## src/rtl/ob_host_if.sv

```systemverilog
// Order-book command/response link: the host drives commands and response-accept,
// the order book drives backpressure and responses.
interface ob_host_if #(
  parameter int unsigned CMD_W = 64,
  parameter int unsigned RSP_W = 64
);
  logic             cmd_vld_r;
  logic [CMD_W-1:0] cmd_r;
  logic             cmd_full_r;
  logic             rsp_vld;
  logic [RSP_W-1:0] rsp;
  logic             rsp_accept;

  modport master (
    output cmd_vld_r, cmd_r, rsp_accept,
    input  cmd_full_r, rsp_vld, rsp
  );

  modport slave (
    input  cmd_vld_r, cmd_r, rsp_accept,
    output cmd_full_r, rsp_vld, rsp
  );
endinterface

```

## src/rtl/ob_host.sv

```systemverilog
// Order-book host initiator: command queue, response queue, in-flight tracking, flush/drain FSM.
// Optional: define OB_HOST_STATS_EN to add issue/accept event counters.
module ob_host #(
  parameter int unsigned CMD_W        = 64,
  parameter int unsigned RSP_W        = 64,
  parameter int unsigned CMD_DEPTH    = 4,
  parameter int unsigned RSP_DEPTH    = 4,
  parameter int unsigned MAX_INFLIGHT = 8,
  localparam int unsigned IF_W        = $clog2(MAX_INFLIGHT + 1)
) (
  input  logic             clk,
  input  logic             rst,
  input  logic             in_vld,
  input  logic [CMD_W-1:0] in_cmd,
  output logic             in_rdy,
  ob_host_if.master        ob,
  output logic             out_vld,
  output logic [RSP_W-1:0] out_rsp,
  input  logic             out_accept,
  input  logic             flush,
  output logic             idle,
  output logic [IF_W-1:0]  in_flight
`ifdef OB_HOST_STATS_EN
  ,
  output logic [31:0]      stat_cmd_issued,
  output logic [31:0]      stat_rsp_accepted
`endif
);

  localparam int unsigned CAW = $clog2(CMD_DEPTH);
  localparam int unsigned RAW = $clog2(RSP_DEPTH);

  typedef enum logic [1:0] {RUN, DRAIN, IDLE} state_e;

  state_e state, state_nxt;

  // Command queue: pointers carry an extra wrap bit to tell full from empty
  logic [CMD_W-1:0] cmd_mem [CMD_DEPTH];
  logic [CAW:0]     cmd_wr, cmd_rd;
  logic             cmd_empty, cmd_full, push, issue;

  assign cmd_empty = (cmd_wr == cmd_rd);
  assign cmd_full  = (cmd_wr[CAW] != cmd_rd[CAW]) && (cmd_wr[CAW-1:0] == cmd_rd[CAW-1:0]);
  assign push      = in_vld & in_rdy;
  assign issue     = !cmd_empty && !ob.cmd_full_r && (in_flight < IF_W'(MAX_INFLIGHT));

  always_ff @(posedge clk or negedge rst) begin
    if (!rst) begin
      cmd_wr <= '0;
      cmd_rd <= '0;
    end else begin
      if (push)  cmd_wr <= cmd_wr + 1'b1;
      if (issue) cmd_rd <= cmd_rd + 1'b1;
    end
  end

  always_ff @(posedge clk) begin
    if (push) cmd_mem[cmd_wr[CAW-1:0]] <= in_cmd;
  end

  // Registered issue: the popped head appears on cmd_r one cycle after the pop
  always_ff @(posedge clk or negedge rst) begin
    if (!rst) begin
      ob.cmd_vld_r <= 1'b0;
      ob.cmd_r     <= '0;
    end else begin
      ob.cmd_vld_r <= issue;
      if (issue) ob.cmd_r <= cmd_mem[cmd_rd[CAW-1:0]];
    end
  end

  // Response queue
  logic [RSP_W-1:0] rsp_mem [RSP_DEPTH];
  logic [RAW:0]     rsp_wr, rsp_rd;
  logic             rsp_empty, rsp_full, rsp_pop;

  assign rsp_empty     = (rsp_wr == rsp_rd);
  assign rsp_full      = (rsp_wr[RAW] != rsp_rd[RAW]) && (rsp_wr[RAW-1:0] == rsp_rd[RAW-1:0]);
  assign ob.rsp_accept = ob.rsp_vld & !rsp_full;
  assign out_vld       = !rsp_empty;
  assign out_rsp       = rsp_mem[rsp_rd[RAW-1:0]];
  assign rsp_pop       = out_vld & out_accept;

  always_ff @(posedge clk or negedge rst) begin
    if (!rst) begin
      rsp_wr <= '0;
      rsp_rd <= '0;
    end else begin
      if (ob.rsp_accept) rsp_wr <= rsp_wr + 1'b1;
      if (rsp_pop)       rsp_rd <= rsp_rd + 1'b1;
    end
  end

  always_ff @(posedge clk) begin
    if (ob.rsp_accept) rsp_mem[rsp_wr[RAW-1:0]] <= ob.rsp;
  end

  // In-flight count; a stray response with nothing outstanding leaves it at zero
  always_ff @(posedge clk or negedge rst) begin
    if (!rst) begin
      in_flight <= '0;
    end else if (issue && !ob.rsp_accept) begin
      in_flight <= in_flight + 1'b1;
    end else if (!issue && ob.rsp_accept && (in_flight != '0)) begin
      in_flight <= in_flight - 1'b1;
    end
  end

  always_ff @(posedge clk or negedge rst) begin
    if (!rst) state <= RUN;
    else      state <= state_nxt;
  end

  always_comb begin
    state_nxt = state;
    in_rdy    = 1'b0;
    unique case (state)
      RUN: begin
        in_rdy = !cmd_full;
        if (flush) state_nxt = DRAIN;
      end
      DRAIN: begin
        if (cmd_empty && (in_flight == '0)) state_nxt = IDLE;
      end
      IDLE: begin
        if (!flush) state_nxt = RUN;
      end
      default: state_nxt = RUN;
    endcase
  end

  always_ff @(posedge clk or negedge rst) begin
    if (!rst) idle <= 1'b0;
    else      idle <= (state == IDLE);
  end

`ifdef OB_HOST_STATS_EN
  logic enter_idle;
  assign enter_idle = (state_nxt == IDLE) && (state != IDLE);

  // Event counters, zeroed as the block settles into IDLE
  always_ff @(posedge clk or negedge rst) begin
    if (!rst) begin
      stat_cmd_issued   <= '0;
      stat_rsp_accepted <= '0;
    end else if (enter_idle) begin
      stat_cmd_issued   <= '0;
      stat_rsp_accepted <= '0;
    end else begin
      if (issue)         stat_cmd_issued   <= stat_cmd_issued + 32'd1;
      if (ob.rsp_accept) stat_rsp_accepted <= stat_rsp_accepted + 32'd1;
    end
  end
`endif

`ifndef SYNTHESIS
  a_no_orphan_rsp: assert property (@(posedge clk) disable iff (!rst)
                                    !(ob.rsp_accept && (in_flight == '0)))
    else $error("ob_host: response accepted with no command in flight");
`endif

endmodule

```

## src/flat_wrapper.sv

```systemverilog
// flat-port wrapper written by rule: the top's interface ports become plain ports
module ob_host_flat 
#(
  parameter int unsigned CMD_W        = 64,
  parameter int unsigned RSP_W        = 64,
  parameter int unsigned CMD_DEPTH    = 4,
  parameter int unsigned RSP_DEPTH    = 4,
  parameter int unsigned MAX_INFLIGHT = 8,
  localparam int unsigned IF_W        = $clog2(MAX_INFLIGHT + 1)
)
  (clk, rst, in_vld, in_cmd, in_rdy, out_vld, out_rsp, out_accept, flush, idle, in_flight, ob_cmd_vld_r, ob_cmd_r, ob_rsp_accept, ob_cmd_full_r, ob_rsp_vld, ob_rsp);
  ob_host_if #(.CMD_W(CMD_W), .RSP_W(RSP_W)) ob_i ();
  input  logic clk;
  input  logic rst;
  input  logic in_vld;
  input  logic [CMD_W-1:0] in_cmd;
  output logic in_rdy;
  output logic out_vld;
  output logic [RSP_W-1:0] out_rsp;
  input  logic out_accept;
  input  logic flush;
  output logic idle;
  output logic [IF_W-1:0] in_flight;
  output wire logic [$bits(ob_i.cmd_vld_r)-1:0] ob_cmd_vld_r;
  output wire logic [$bits(ob_i.cmd_r)-1:0] ob_cmd_r;
  output wire logic [$bits(ob_i.rsp_accept)-1:0] ob_rsp_accept;
  input wire logic [$bits(ob_i.cmd_full_r)-1:0] ob_cmd_full_r;
  input wire logic [$bits(ob_i.rsp_vld)-1:0] ob_rsp_vld;
  input wire logic [$bits(ob_i.rsp)-1:0] ob_rsp;
  assign ob_cmd_vld_r = ob_i.cmd_vld_r;
  assign ob_cmd_r = ob_i.cmd_r;
  assign ob_rsp_accept = ob_i.rsp_accept;
  assign ob_i.cmd_full_r = ob_cmd_full_r;
  assign ob_i.rsp_vld = ob_rsp_vld;
  assign ob_i.rsp = ob_rsp;
  ob_host #(.CMD_W(CMD_W), .RSP_W(RSP_W), .CMD_DEPTH(CMD_DEPTH), .RSP_DEPTH(RSP_DEPTH), .MAX_INFLIGHT(MAX_INFLIGHT)) u_core (.clk(clk), .rst(rst), .in_vld(in_vld), .in_cmd(in_cmd), .in_rdy(in_rdy), .ob(ob_i), .out_vld(out_vld), .out_rsp(out_rsp), .out_accept(out_accept), .flush(flush), .idle(idle), .in_flight(in_flight));
endmodule
```

## config.mk

```make
export PLATFORM = sky130hd
export DESIGN_NAME = ob_host_flat
export DESIGN_NICKNAME = d
export VERILOG_FILES = /design/src/rtl/ob_host_if.sv /design/src/rtl/ob_host.sv /design/src/flat_wrapper.sv
export SDC_FILE = /design/constraint.sdc
export NUM_CORES = 1
export LEC_CHECK = 0
export BUFFER_PORTS_ARGS = -buffer_cell sky130_fd_sc_hd__buf_2
export CAP_MARGIN = 20
export CELL_PAD_IN_SITES_DETAIL_PLACEMENT = 0
export CELL_PAD_IN_SITES_GLOBAL_PLACEMENT = 1
export CORE_MARGIN = 10
export CORE_UTILIZATION = 55
export DETAILED_ROUTE_END_ITERATION = 16
export PLACE_DENSITY = 0.84
export SETUP_SLACK_MARGIN = 0.1
export SYNTH_ARGS = -nofsm -noshare
export SYNTH_HDL_FRONTEND = slang
export SYNTH_SLANG_ARGS = --single-unit
export TNS_END_PERCENT = 20
```

## constraint.sdc

```tcl
create_clock -name clk -period 7.42 [get_ports clk]
set_input_delay 0.742 -clock clk [delete_from_list [all_inputs] [get_ports clk]]
set_output_delay 0.742 -clock clk [all_outputs]
set_load 0.1 [all_outputs]
```

# [Yosys cells after proc, flatten, opt, wreduce, memory -nomap -nowiden]
# Memories as Yosys holds them, arrays and structs flattened. A register that Yosys moved wholly into a read port is not among the register bits.
# Cells that the tools add are included.
# W data, S select, Z words.
[word_totals] regBits=20 ram_bits=512 inputBits=135 output_inout_bits=137 word_cells=63 memories=2
[memory_table] name="u_core.cmd_mem" words=4 width=64 rd=1 rd_ports_with_merged_regs=1 write_ports=1 line="ob_host.sv:38" rtl="logic [CMD_W-1:0] cmd_mem [CMD_DEPTH];"
[memory_table] name="u_core.rsp_mem" words=4 width=64 rd=1 rd_ports_with_merged_regs=0 write_ports=1 line="ob_host.sv:73" rtl="logic [RSP_W-1:0] rsp_mem [RSP_DEPTH];"
[classes] n_addsub=6 order_cmp=1 n_eq_ne=11 mux=11 bitwise=3 n_reduce_logical=21
[ops] op="$add A3 B1 Y3 const B" n=4
[ops] op="$logic_and A1 B1 Y1" n=8
[ops] op="$logic_not A1 Y1" n=8
[ops] op="$mux W4" n=2
[ops] op="$eq A3 B3 Y1" n=2
[ops] op="$mux W2" n=3
[ops] op="$pmux W2 S3" n=1
[ops] op="$mux W1" n=5
[ops] op="$add A4 B1 Y4 const B" n=1
[ops] op="$eq A2 B2 Y1" n=2
[ops] op="$logic_not A4 Y1" n=1
[ops] op="$lt A4 B4 Y1 const B" n=1
[ops] op="$ne A2 B2 Y1 const B" n=2
[ops] op="$reduce_bool A4 Y1" n=1
[ops] op="$sub A4 B1 Y4 const B" n=1
[ops] op="$and A1 B1 Y1" n=3
[ops] op="$reduce_and A3 Y1" n=1
[ops] op="$eq A2 B1 Y1 const B" n=1
[ops] op="$eq A2 B2 Y1 const B" n=1
[ops] op="$logic_not A2 Y1" n=1
[ops] op="$ne A1 B1 Y1" n=2
[ops] op="$ne A2 B1 Y1 const B" n=1
[ops] op="$reduce_bool A2 Y1" n=1

# [Longest topological paths before layout]
# Gate-level depths: netlist of the first run.
[logic_depth] ltp_word=9 ltp_mapped=11 mapped_depth_nobuf=9

# [Least setup slack after synthesis of the first run]
# No wires, ideal clock.
[synth_path] path_kind="register to register" start="register u_core.cmd_wr[0]" end="memory u_core.cmd_mem[3][0], enable pin" setup_time_ns=0.431 arrival_ns=3.886 required_time_ns=6.989 setup_slack_ns=3.104 path_stages_with_launch=4 synth_period_minus_slack_ns=4.316 cell_sequence="dfrtp_1 -> xnor2_1 -> a311oi_2 -> and3_1"
[synth_via] elab_chain_len=7
[synth_rtl] item="start, declared" line="ob_host.sv:39" rtl="logic [CAW:0] cmd_wr, cmd_rd;"
[synth_rtl] item="start signal, assigned" line="ob_host.sv:52" rtl="if (push) cmd_wr <= cmd_wr + 1'b1;"
[synth_rtl] item="$eq A2 B2 Y1" line="ob_host.sv:43" rtl="assign cmd_full = (cmd_wr[CAW] != cmd_rd[CAW]) && (cmd_wr[CAW-1:0] == cmd_rd[CAW-1:0]);"
[synth_rtl] item="$logic_and A1 B1 Y1" line="ob_host.sv:43"
[synth_rtl] item="$logic_not A1 Y1" line="ob_host.sv:119" rtl="in_rdy = !cmd_full;"
[synth_rtl] item="$mux W1" line="ob_host.sv:117" rtl="unique case (state)"
[synth_rtl] item="via in_rdy" line="flat_wrapper.sv:17" rtl="output logic in_rdy;"
[synth_rtl] item="$and A1 B1 Y1" line="ob_host.sv:44" rtl="assign push = in_vld & in_rdy;"
[synth_rtl] item="$mux W1" line="ob_host.sv:58" rtl="if (push) cmd_mem[cmd_wr[CAW-1:0]] <= in_cmd;"
[synth_rtl] item="$mux W1 (not written as such)" line="ob_host.sv:58"
[synth_rtl] item="end, declared" line="ob_host.sv:38"
# The timed path passes the listed nets, and every way through them passes these cells.

# [Final worst setup path of the first run]
[layout_path] start="register u_core.cmd_rd[1]" end="register u_core.in_flight[3]"
[layout_via] elab_chain_len=8 word_cells_on_any_way=10 cone_classes="eq/ne: 1; mux: 1; reduce/logical: 8"
[layout_rtl] item="start, declared" line="ob_host.sv:39"
[layout_rtl] item="start signal, assigned" line="ob_host.sv:53" rtl="if (issue) cmd_rd <= cmd_rd + 1'b1;"
[layout_rtl] item="$eq A3 B3 Y1 (*)" line="ob_host.sv:42" rtl="assign cmd_empty = (cmd_wr == cmd_rd);"
[layout_rtl] item="$logic_not A1 Y1 (*)" line="ob_host.sv:45" rtl="assign issue = !cmd_empty && !ob.cmd_full_r && (in_flight < IF_W'(MAX_INFLIGHT));"
[layout_rtl] item="$logic_and A1 B1 Y1 (*) (2 in a row)" line="ob_host.sv:45"
[layout_rtl] item="$logic_not A1 Y1" line="ob_host.sv:104" rtl="end else if (!issue && ob.rsp_accept && (in_flight != '0)) begin"
[layout_rtl] item="$logic_and A1 B1 Y1 (2 in a row)" line="ob_host.sv:104"
[layout_rtl] item="$reduce_bool A2 Y1 (no line)"
[layout_rtl] item="end signal, assigned" line="ob_host.sv:103" rtl="in_flight <= in_flight + 1'b1;"
[layout_rtl] item="end signal, assigned" line="ob_host.sv:105" rtl="in_flight <= in_flight - 1'b1;"
[layout_rtl] item="end, declared" line="ob_host.sv:22" rtl="output logic [IF_W-1:0] in_flight"
# Mark *: on every way between the ends. The rest lies on a longest branch, timed or not.
# A chain may end at the register's enable or synchronous reset.

==> results.md, run 1 <==
- Crit path DAT: 4.44 ns
- Number of fillers in the final layout: 2617
- Gr usage total: 0.176
- DP Cell Count: 1671
- Reg clk slew, reported paths: 0.06 ns
- CP dominant cell by count: a21o_1
- Routed wire length: 42.6 mm
- Starting Density: 0.554
- Rel. slew slack: 0.299
- Avg Cell Area, Syn: 24.4 um2
- Synth warn: 0
- CTS Hold Buffers Added: 0
- Count of boundary I/O pins: 272
- H-tree Lvls: 2
- Final non-filler cell total: 1780
- Post-synthesis sequential area ratio: 0.796
- Post-CTS Setup Bufs: 0
- Routed Antenna Nets: 0
- Setup crit start kind: flip-flop
- Clk root buf: clkbuf_16
- PortBufs: 271
- Run status: finished clean
- Wire per inst: 24.0 um
- Clock sinks: 596
- Area leader, netlist: edfxtp_1
- CP endpoint kind: flip-flop
- Share of cells above drive strength 1: 0.458
- First-pass GRT wire length: 64.4 mm
- DR pass1 iterations: 5
- Slew Viols, Final: 0
- GRT overflow: 0
- Final #Nets: 1352
- FP Rows: 73
- Syn Std Cell Area: 22000 um2
- Pre-CTS setup slack: 3.38 ns
- Synth Instances: 901
- Die area: 48300 um2
- Clock skew: 0.0288 ns
- Maxcap violations: 0
- Core Region: 39600 um2
- Worst-path cell chain: xnor2_1 -> a311o_4 -> inv_4 -> nand2_1 -> ha_1 -> a21o_1 -> a21o_1 -> o21ai_0 -> o311ai_1
- DP HPWL: 25.7 mm
- RSZ-0062 raised after global routing: false
- TNS Setup: 0 ns
- DRT iter0 DRCs: 812
- DRC violations left: 0
- Register-to-Register Path Depth: 9
- CTS tree: yes
- Num CTS Buffers: 56
- # setup viols final: 0
- Area Overhead vs Synth: 17.0%
- Die height: 220 um
- Maximum clock frequency: 0.250 GHz
- Netlist cell types: 39
- Via count: 10000
- Post-synth top area share: 0.700
- Crit path kind: reg2reg
- WP data required: 7.86 ns
- Syn Nets: 1049
- Post_cts resized: 0
- Final WS setup: 3.42 ns
- CP max stage delay: 1.10 ns
- Flip-flop and latch count after synthesis: 596
- Hold Vio Cnt, Final: 0
- Largest net degree at the start of global routing: 70
- Vias in the first global route: 10700
- Synth top area cells: edfxtp_1 (70%), mux4_2 (13%), dfrtp_1 (9.6%)
- Clock Latency Late Sink: 0.60 ns
- Worst-Margin Slew: 1.05 ns
- HP Class: in2async
- Period utilisation layout: 0.539
- Via density: 5.64
- Initial antenna violation count: 8
- Final min period: 4.00 ns
- Clock buffer depth: 3
- GPL Wtd Cong: 0.712
- Die width: 220 um
- Crit Path Max Fanout: 69
- Crit-path slowest cell: dfrtp_4
- Post-layout util: 0.648
==> synthesized netlist by cell type <==
library cell    n
edfxtp_1      512
mux4_2        128
dfrtp_1        84
mux2_2         63
buf_2          12
ha_1           12
clkbuf_1       10
xnor2_1        10
nand2_1         8
buf_1           6
xor2_1          6
buf_4           5
mux2_4          5
and2_1          4
and3_1          4
inv_1           4
nand3_1         3
a21o_1          2
nor2_1          2
o21ai_0         2
a211oi_1        1
a22o_1          1
a311o_4         1
a311oi_2        1
buf_12          1
buf_8           1
fa_1            1
inv_2           1
inv_4           1
mux2i_4         1
nand2_2         1
nor2b_1         1
nor3_1          1
o311a_1         1
o311ai_1        1
o31ai_2         1
or3b_2          1
or4_1           1
xnor2_2         1
==> flip-flops by register name, summed over array words and instances, names as in the netlist, 3 cells and up <==
register          cells
u_core.cmd_mem      256
u_core.cmd_rd         3
u_core.cmd_wr         3
u_core.in_flight      4
u_core.ob.cmd_r      64
u_core.rsp_mem      256
u_core.rsp_rd         3
u_core.rsp_wr         3
==> per-stage QoR <==
stage | area, um2 | hold slack [ns]
after floorplan | 22000 | 0.446
after global placement | 23900 | 0.477
after detailed placement | 23900 | 0.483
after CTS | 25700 | 0.122
after global routing | 25700 | 0.159
final | 25700 | 0.128
==> cell type report <==
class / count / area [um2] / share of cell area
sequential: 596 / 17500 / 0.681
antenna: 6 / 15.0 / 0.000584
tap: 525 / 657 / 0.0256
clock inverter: 25 / 234 / 0.00911
clock buffer: 78 / 1560 / 0.0606
inverter: 6 / 25.0 / 0.000974
timing repair buffer: 280 / 1430 / 0.0555
multi-input combinational: 264 / 4290 / 0.167
==> cells in the final DEF, fill, tap and decap left out, types with 2 or more instances in the layout <==
master / netlist / final
clkinv_2: 0 / 5
dfrtp_1: 84 / 80
edfxtp_1: 512 / 512
nand3_1: 3 / 3
inv_1: 4 / 4
buf_2: 12 / 270
and2_2: 0 / 4
clkbuf_16: 0 / 58
nor2_1: 2 / 2
clkinv_1: 0 / 11
and3_4: 0 / 4
mux4_2: 128 / 128
o21ai_0: 2 / 2
xor2_1: 6 / 6
ha_1: 12 / 12
clkbuf_8: 0 / 3
mux2_2: 63 / 63
bufinv_16: 0 / 4
xnor2_1: 10 / 10
mux2_4: 5 / 5
diode_2: 0 / 6
dfrtp_4: 0 / 3
a21o_1: 2 / 2
clkbuf_1: 10 / 17
clkinvlp_4: 0 / 3
buf_4: 5 / 10
nand2_1: 8 / 8
==> worst max-delay path, delay by kind of cell (launching register included) <==
family,cells,cell delay (ns)
AO/OA/AOI/OAI,5,1.06
AND/OR/NAND/NOR,1,0.27
XOR/XNOR,1,0.30
flip-flops,1,1.10
buffers and inverters,1,0.74
adder cells (fa/ha/maj),1,0.36
==> cell families (layout without fill, tap and decap cells) <==
family	Yosys count	in the layout	synth area share
other cells	0	6	0
mux	197	197	0.168
buf+inv	41	389	0.00992
simple gates	26	26	0.00621
fa+ha+maj	13	13	0.00775
flops	596	596	0.796
compound gates	11	11	0.00490
xor+xnor	17	17	0.00712
==> metal layers <==
metal  part of all wire  track usage
met4              0.017       0.0472
met3              0.081       0.0461
met1               0.41        0.238
met2               0.49        0.280
met5             0.0012            0
==> worst paths after layout <==
check	from	endpoint	slack, ns
worst max-delay path	u_core.cmd_rd[1]$_DFFE_PN0P_	u_core.in_flight[3]$_DFFE_PN0P_	3.42
worst min-delay path	rst	u_core.ob.cmd_r[50]$_DFFE_PN0P_	0.13
worst max register to register	u_core.cmd_rd[1]$_DFFE_PN0P_	u_core.in_flight[3]$_DFFE_PN0P_	3.42
worst min register to register	u_core.rsp_rd[2]$_DFFE_PN0P_	u_core.rsp_rd[2]$_DFFE_PN0P_	0.49
max in group asynchronous	rst	u_core.ob.cmd_r[23]$_DFFE_PN0P_	6.22
min in group clk	in_cmd[50]	u_core.cmd_mem[3][50]$_DFFE_PP_	0.36
Power of run 1 is not shown: default switching activity piles up to over one toggle a cycle in this logic, so the estimate is an artifact.
==> run 2, diff against run 1 <==
Settings changed: CORE_UTILIZATION 55 to 51, PLACE_DENSITY 0.84 to 0.78.
Clock period 7.42 ns to 4 ns, I/O delays scaled along.
==> results.md, run 2 (synthesis gave the netlist of run 1 again) <==
- Hold Vio Cnt, Final: 0
- GPL Wtd Cong: 0.722
- Setup crit start kind: flip-flop
- Run status: finished clean
- PortBufs: 271
- Core Region: 42200 um2
- Final Cell Area: 27000 um2
- Gr usage total: 0.175
- Area Overhead vs Synth: 22.9%
- Via count: 10500
- Via density: 5.49
- Clock skew: 0.0282 ns
- Crit path DAT: 2.83 ns
- Share of cells above drive strength 1: 0.433
- Highest-count cells in the layout ignoring fill and taps: edfxtp_1 (512), buf_2 (270), mux4_2 (128)
- HP Class: in2reg
- DR pass1 iterations: 5
- First-pass GRT wire length: 68.2 mm
- # setup viols final: 0
- Slew Viols, Final: 0
- Clock buffer depth: 3
- Crit path kind: reg2out
- Period utilisation layout: 0.808
- Worst-Margin Slew: 1.00 ns
- Vias in the first global route: 11400
- H-tree Lvls: 2
- Routed Antenna Nets: 0
- Final non-filler cell total: 1908
- DP Cell Count: 1693
- Num CTS Buffers: 59
- DRT iter0 DRCs: 727
- WP data required: 3.60 ns
- Count of boundary I/O pins: 272
- Reg clk slew, reported paths: 0.06 ns
- Routed wire length: 44.9 mm
- CP endpoint kind: primary output
- Clock Latency Late Sink: 0.61 ns
- Maxcap violations: 0
- Initial antenna violation count: 4
- Die area: 51700 um2
- GRT overflow: 0
- Largest net degree at the start of global routing: 67
- Rel. slew slack: 0.332
- DRC violations left: 0
- Final #Nets: 1462
- Die height: 227 um
- Most common library cell in the layout ignoring fill and taps: edfxtp_1
- RSZ-0062 raised after global routing: false
- Wire per inst: 23.6 um
- Starting Density: 0.520
- Die width: 227 um
- Clk root buf: clkbuf_16
- Clock sinks: 596
- Post-DP Area: 24000 um2
- Maximum clock frequency: 0.309 GHz
- CTS tree: yes
- DP HPWL: 27.0 mm
- FP Rows: 75
- Crit Path Max Fanout: 31
- Final min period: 3.23 ns
==> run 2: cell types whose count changed in the layout (fill, tap and decap cells not counted) <==
cell           before  now
dlygate4sd3_1       0   99
buf_12              0    6
clkbuf_1           17   12
clkbuf_8            3    6
clkinv_1           11   14
inv_6               0    3
buf_4              10   12
clkbuf_16          58   60
clkinv_2            5    7
and2_2              4    3
and2_4              0    1
bufinv_16           4    5
clkinvlp_4          3    2
diode_2             6    5
==> run 2: metrics by stage <==
stage | hold WS, ns | utilization | setup slack, ns | TNS [ns]
2_1_floorplan | 0.104 | - | -0.285 | -54.74
3_3_place_gp | 0.478 | 0.569 | 1.10 | 0
3_5_place_dp | 0.478 | 0.569 | 1.07 | 0
4_1_cts | 0.000255 | 0.638 | 0.642 | 0
5_1_grt | 0.00740 | 0.639 | 0.552 | 0
6_report | 0.0235 | 0.639 | 0.769 | 0
==> run 2: layer usage <==
layer  vias to the layer above  global-route usage  routed length (um)
met5                         -                   0                  17
met2                       343               0.291               22600
li1                       4599                   -                   -
met3                        48              0.0441                3260
met1                      5481               0.229               18400
met4                         2              0.0439                 595
==> run 2: final timing paths <==
kind | from | to | slack (ns) | depth (start not counted)
max reg2reg | u_core.rsp_rd[0]$_DFFE_PN0P_ | u_core.rsp_mem[2][38]$_DFFE_PP_ | 1.15 | 5
min | ob_rsp[47] | u_core.rsp_mem[2][47]$_DFFE_PP_ | 0.02 | 1
max in group asynchronous | rst | u_core.ob.cmd_r[41]$_DFFE_PN0P_ | 2.52 | 3
max | u_core.rsp_rd[0]$_DFFE_PN0P_ | out_rsp[37] | 0.77 | 3
min in group asynchronous | rst | u_core.ob.cmd_r[44]$_DFFE_PN0P_ | 0.44 | 2
min reg2reg | u_core.rsp_wr[2]$_DFFE_PN0P_ | u_core.rsp_wr[2]$_DFFE_PN0P_ | 0.49 | 1
==> run 2: cell type report <==
type | count | area, um2
clock inverters | 33 | 304
multi-input cells | 264 | 4290
well taps | 539 | 674
clock buffers | 78 | 1630
repair buffers | 387 | 2550
inverters | 6 | 25.0
diodes | 5 | 12.5
flip-flops and latches | 596 | 17500
fillers | 2812 | 15300
==> run 2: timing repair <==
item,CTS,global route
endpoints found under the hold margin,432,0
hold buffers,99,0
buffers inserted,0,0
endpoints found under the setup margin,0,0
gates resized for setup,0,0
==> run 2: critical path, cell delays in order, from the launching register on <==
cell and delay (ns):
dfrtp_4 0.81, buf_4 0.45, mux4_2 0.59, buf_2 0.32
Power of run 2 is left out for the same reason.
==> run 3, diff against run 2 <==
Settings changed: ABC_AREA from default to 1, CORE_UTILIZATION 51 to 43, PLACE_DENSITY 0.78 to 0.75.
Clock period 4 ns to 2.8 ns, I/O delays scaled along.
==> results.md, run 3 <==
- Slew Viols, Final: 0
- Crit path DAT: 2.39 ns
- GPL Wtd Cong: 0.755
- Via count: 14400
- Clk root buf: clkbuf_16
- DRC violations left: 0
- Reg clk slew, reported paths: 0.06 ns
- Top-count cell post-synth: edfxtp_1
- Vias in the first global route: 14400
- Core Region: 51400 um2
- Die width: 248 um
- Num CTS Buffers: 60
- HP Start: in_vld
- Rel. slew slack: 0.258
- Synth top area cells: edfxtp_1 (69%), dfrtp_1 (9.4%), nor2_1 (7.8%)
- Setup crit start kind: flip-flop
- Netlist cell types: 27
- H-tree Lvls: 2
- Number of fillers in the final layout: 4154
- TNS Setup: 0 ns
- Crit path kind: reg2out
- Most common library cell in the layout ignoring fill and taps: edfxtp_1
- Wire per inst: 19.4 um
- Post-synthesis sequential area ratio: 0.782
- RSZ-0062 raised after global routing: true
- Gr usage total: 0.173
- Avg Cell Area, Syn: 13.5 um2
- Area leader, netlist: edfxtp_1
- Final min period: 2.67 ns
- DRT iter0 DRCs: 983
- Hold Vio Cnt, Final: 0
- CP endpoint kind: primary output
- GRT overflow: 0
- Flip-flop and latch count after synthesis: 596
- Most used DFF post-synth: edfxtp_1
- Syn Std Cell Area: 22400 um2
- Reg2reg start: u_core.cmd_rd[0]$_DFFE_PN0P_
- Period utilisation layout: 0.952
- DP Cell Count: 2551
- Max Used Layer: met5
- Final #Nets: 2214
- Worst-Margin Slew: 1.11 ns
- Area Overhead vs Synth: 27.4%
- Clock skew: 0.0197 ns
- Starting Density: 0.435
- Run status: finished clean
- PortBufs: 271
- HP Class: in2reg
- DR pass1 iterations: 5
- Routed Antenna Nets: 0
- Post-CTS Setup Bufs: 0
- Synth warn: 0
- Clock sinks: 596
- Post-synth EDFFs: 512
- Maximum clock frequency: 0.375 GHz
- Routed wire length: 54.3 mm
- Highest-count cells in the layout ignoring fill and taps: edfxtp_1 (512), nor2_1 (456), o21ai_0 (260)
- Count of boundary I/O pins: 272
- FF+latch area: 17500 um2
- First-pass GRT wire length: 82.8 mm
- Met2 routed WL: 26.5 mm
- Clock Latency Late Sink: 0.62 ns
- WP data required: 2.52 ns
- Hold_ws: 0.0536 ns
- Met3 routed WL: 4.21 mm
- Maxcap violations: 0
- # setup viols final: 0
- FP Rows: 83
- Syn Nets: 1799
- DP HPWL: 30.7 mm
- Worst setup startpoint: u_core.rsp_rd[0]$_DFFE_PN0P_
- Multi-input gate area: 4410 um2
- Clock buffer depth: 3
- Post-synth top area share: 0.688
- Final non-filler cell total: 2805
- Crit Path Max Fanout: 62
- Ys async rst share: 0.141
- Post-layout util: 0.554
- Initial antenna violation count: 10
- Synth Instances: 1651
- Via density: 5.12
- Die height: 248 um
- Die area: 61500 um2
- Met1 wire length: 22.7 mm
- Share of cells above drive strength 1: 0.210
- Top cells by count, synth: edfxtp_1 (512), nor2_1 (464), o21ai_0 (260)
- Largest net degree at the start of global routing: 133
- CTS tree: yes
[run 3: cell count changes after synthesis, sizes merged, moves of 3 or more]
cell	before	now
a31oi	0	64
and2	4	0
and3	4	0
buf	25	42
clkbuf	10	56
inv	6	29
mux2	68	0
mux4	128	0
nand2	9	38
nand4	0	3
nor2	2	464
o21ai	2	262
o22ai	0	64
xnor2	11	1
[run 3: path summary, 6_finish.rpt]
| path | to | slack [ns] | cells past startpoint |
|---|---|---|---|
| worst max-delay path | out_rsp[25] | 0.13 | 5 |
| worst min-delay path | u_core.cmd_wr[1]$_DFFE_PN0P_ | 0.05 | 3 |
| worst max register to register | u_core.ob.cmd_r[21]$_DFFE_PN0P_ | 0.55 | 5 |
| worst min register to register | u_core.idle$_DFF_PN0_ | 0.48 | 1 |
| max in group asynchronous | u_core.ob.cmd_r[57]$_DFFE_PN0P_ | 1.85 | 3 |
| min in group asynchronous | u_core.ob.cmd_r[27]$_DFFE_PN0P_ | 0.20 | 2 |
[run 3: critical path: stages, from the launching register on]
cell	delay (ns)
dfrtp_4	0.50
clkinv_2	0.20
buf_16	0.29
o21ai_0	0.13
o22ai_1	0.17
buf_2	0.46
[run 3: area by class of cell]
type                            count  area share
Multi-Input combinational cell    928       0.155
Tap cell                          680      0.0299
Clock inverter                     41      0.0170
Inverter                           29     0.00400
Antenna cell                        8    0.000703
Sequential cell                   596       0.614
Clock buffer                       72      0.0575
Timing Repair Buffer              451       0.122
[run 3: repair_timing]
item / 4_1_cts / 5_1_grt
hold buffers: 132 / 0
pin swaps: 0 / 0
hold endpoints to repair: 555 / 0
gates cloned: 1 / 0
setup endpoints to repair: 64 / 53
resized for setup: 23 / 12
[run 3: logic make-up (layout without fill, tap and decap cells)]
kind of cell / count (synthesis) / after routing / synth area share
DFF: 596 / 596 / 0.782
and+or+nand+nor: 511 / 511 / 0.0870
AOI/OAI and AO/OA: 395 / 395 / 0.0960
buffers and inverters: 127 / 593 / 0.0243
adders and majority gates: 13 / 13 / 0.00761
xor gates and xnor gates: 9 / 9 / 0.00353
other: 0 / 8 / 0
[run 3: layer usage]
metal | vias up | GRT usage
met3 | 74 | 0.0409
li1 | 6816 | -
met4 | 6 | 0.0409
met1 | 6982 | 0.223
met2 | 476 | 0.293
met5 | - | 0
[run 3: metrics by stage]
| stage | setup slack, ns | instance area, um2 |
|---|---|---|
| 5_1_grt | 0.0148 | 28500 |
| 4_1_cts | 0.0535 | 28400 |
| 2_1_floorplan | -0.217 | 22400 |
| 6_report | 0.133 | 28500 |
| 3_5_place_dp | 0.467 | 24900 |
| 3_3_place_gp | 0.471 | 24900 |
Power of run 3 is left out for the same reason.
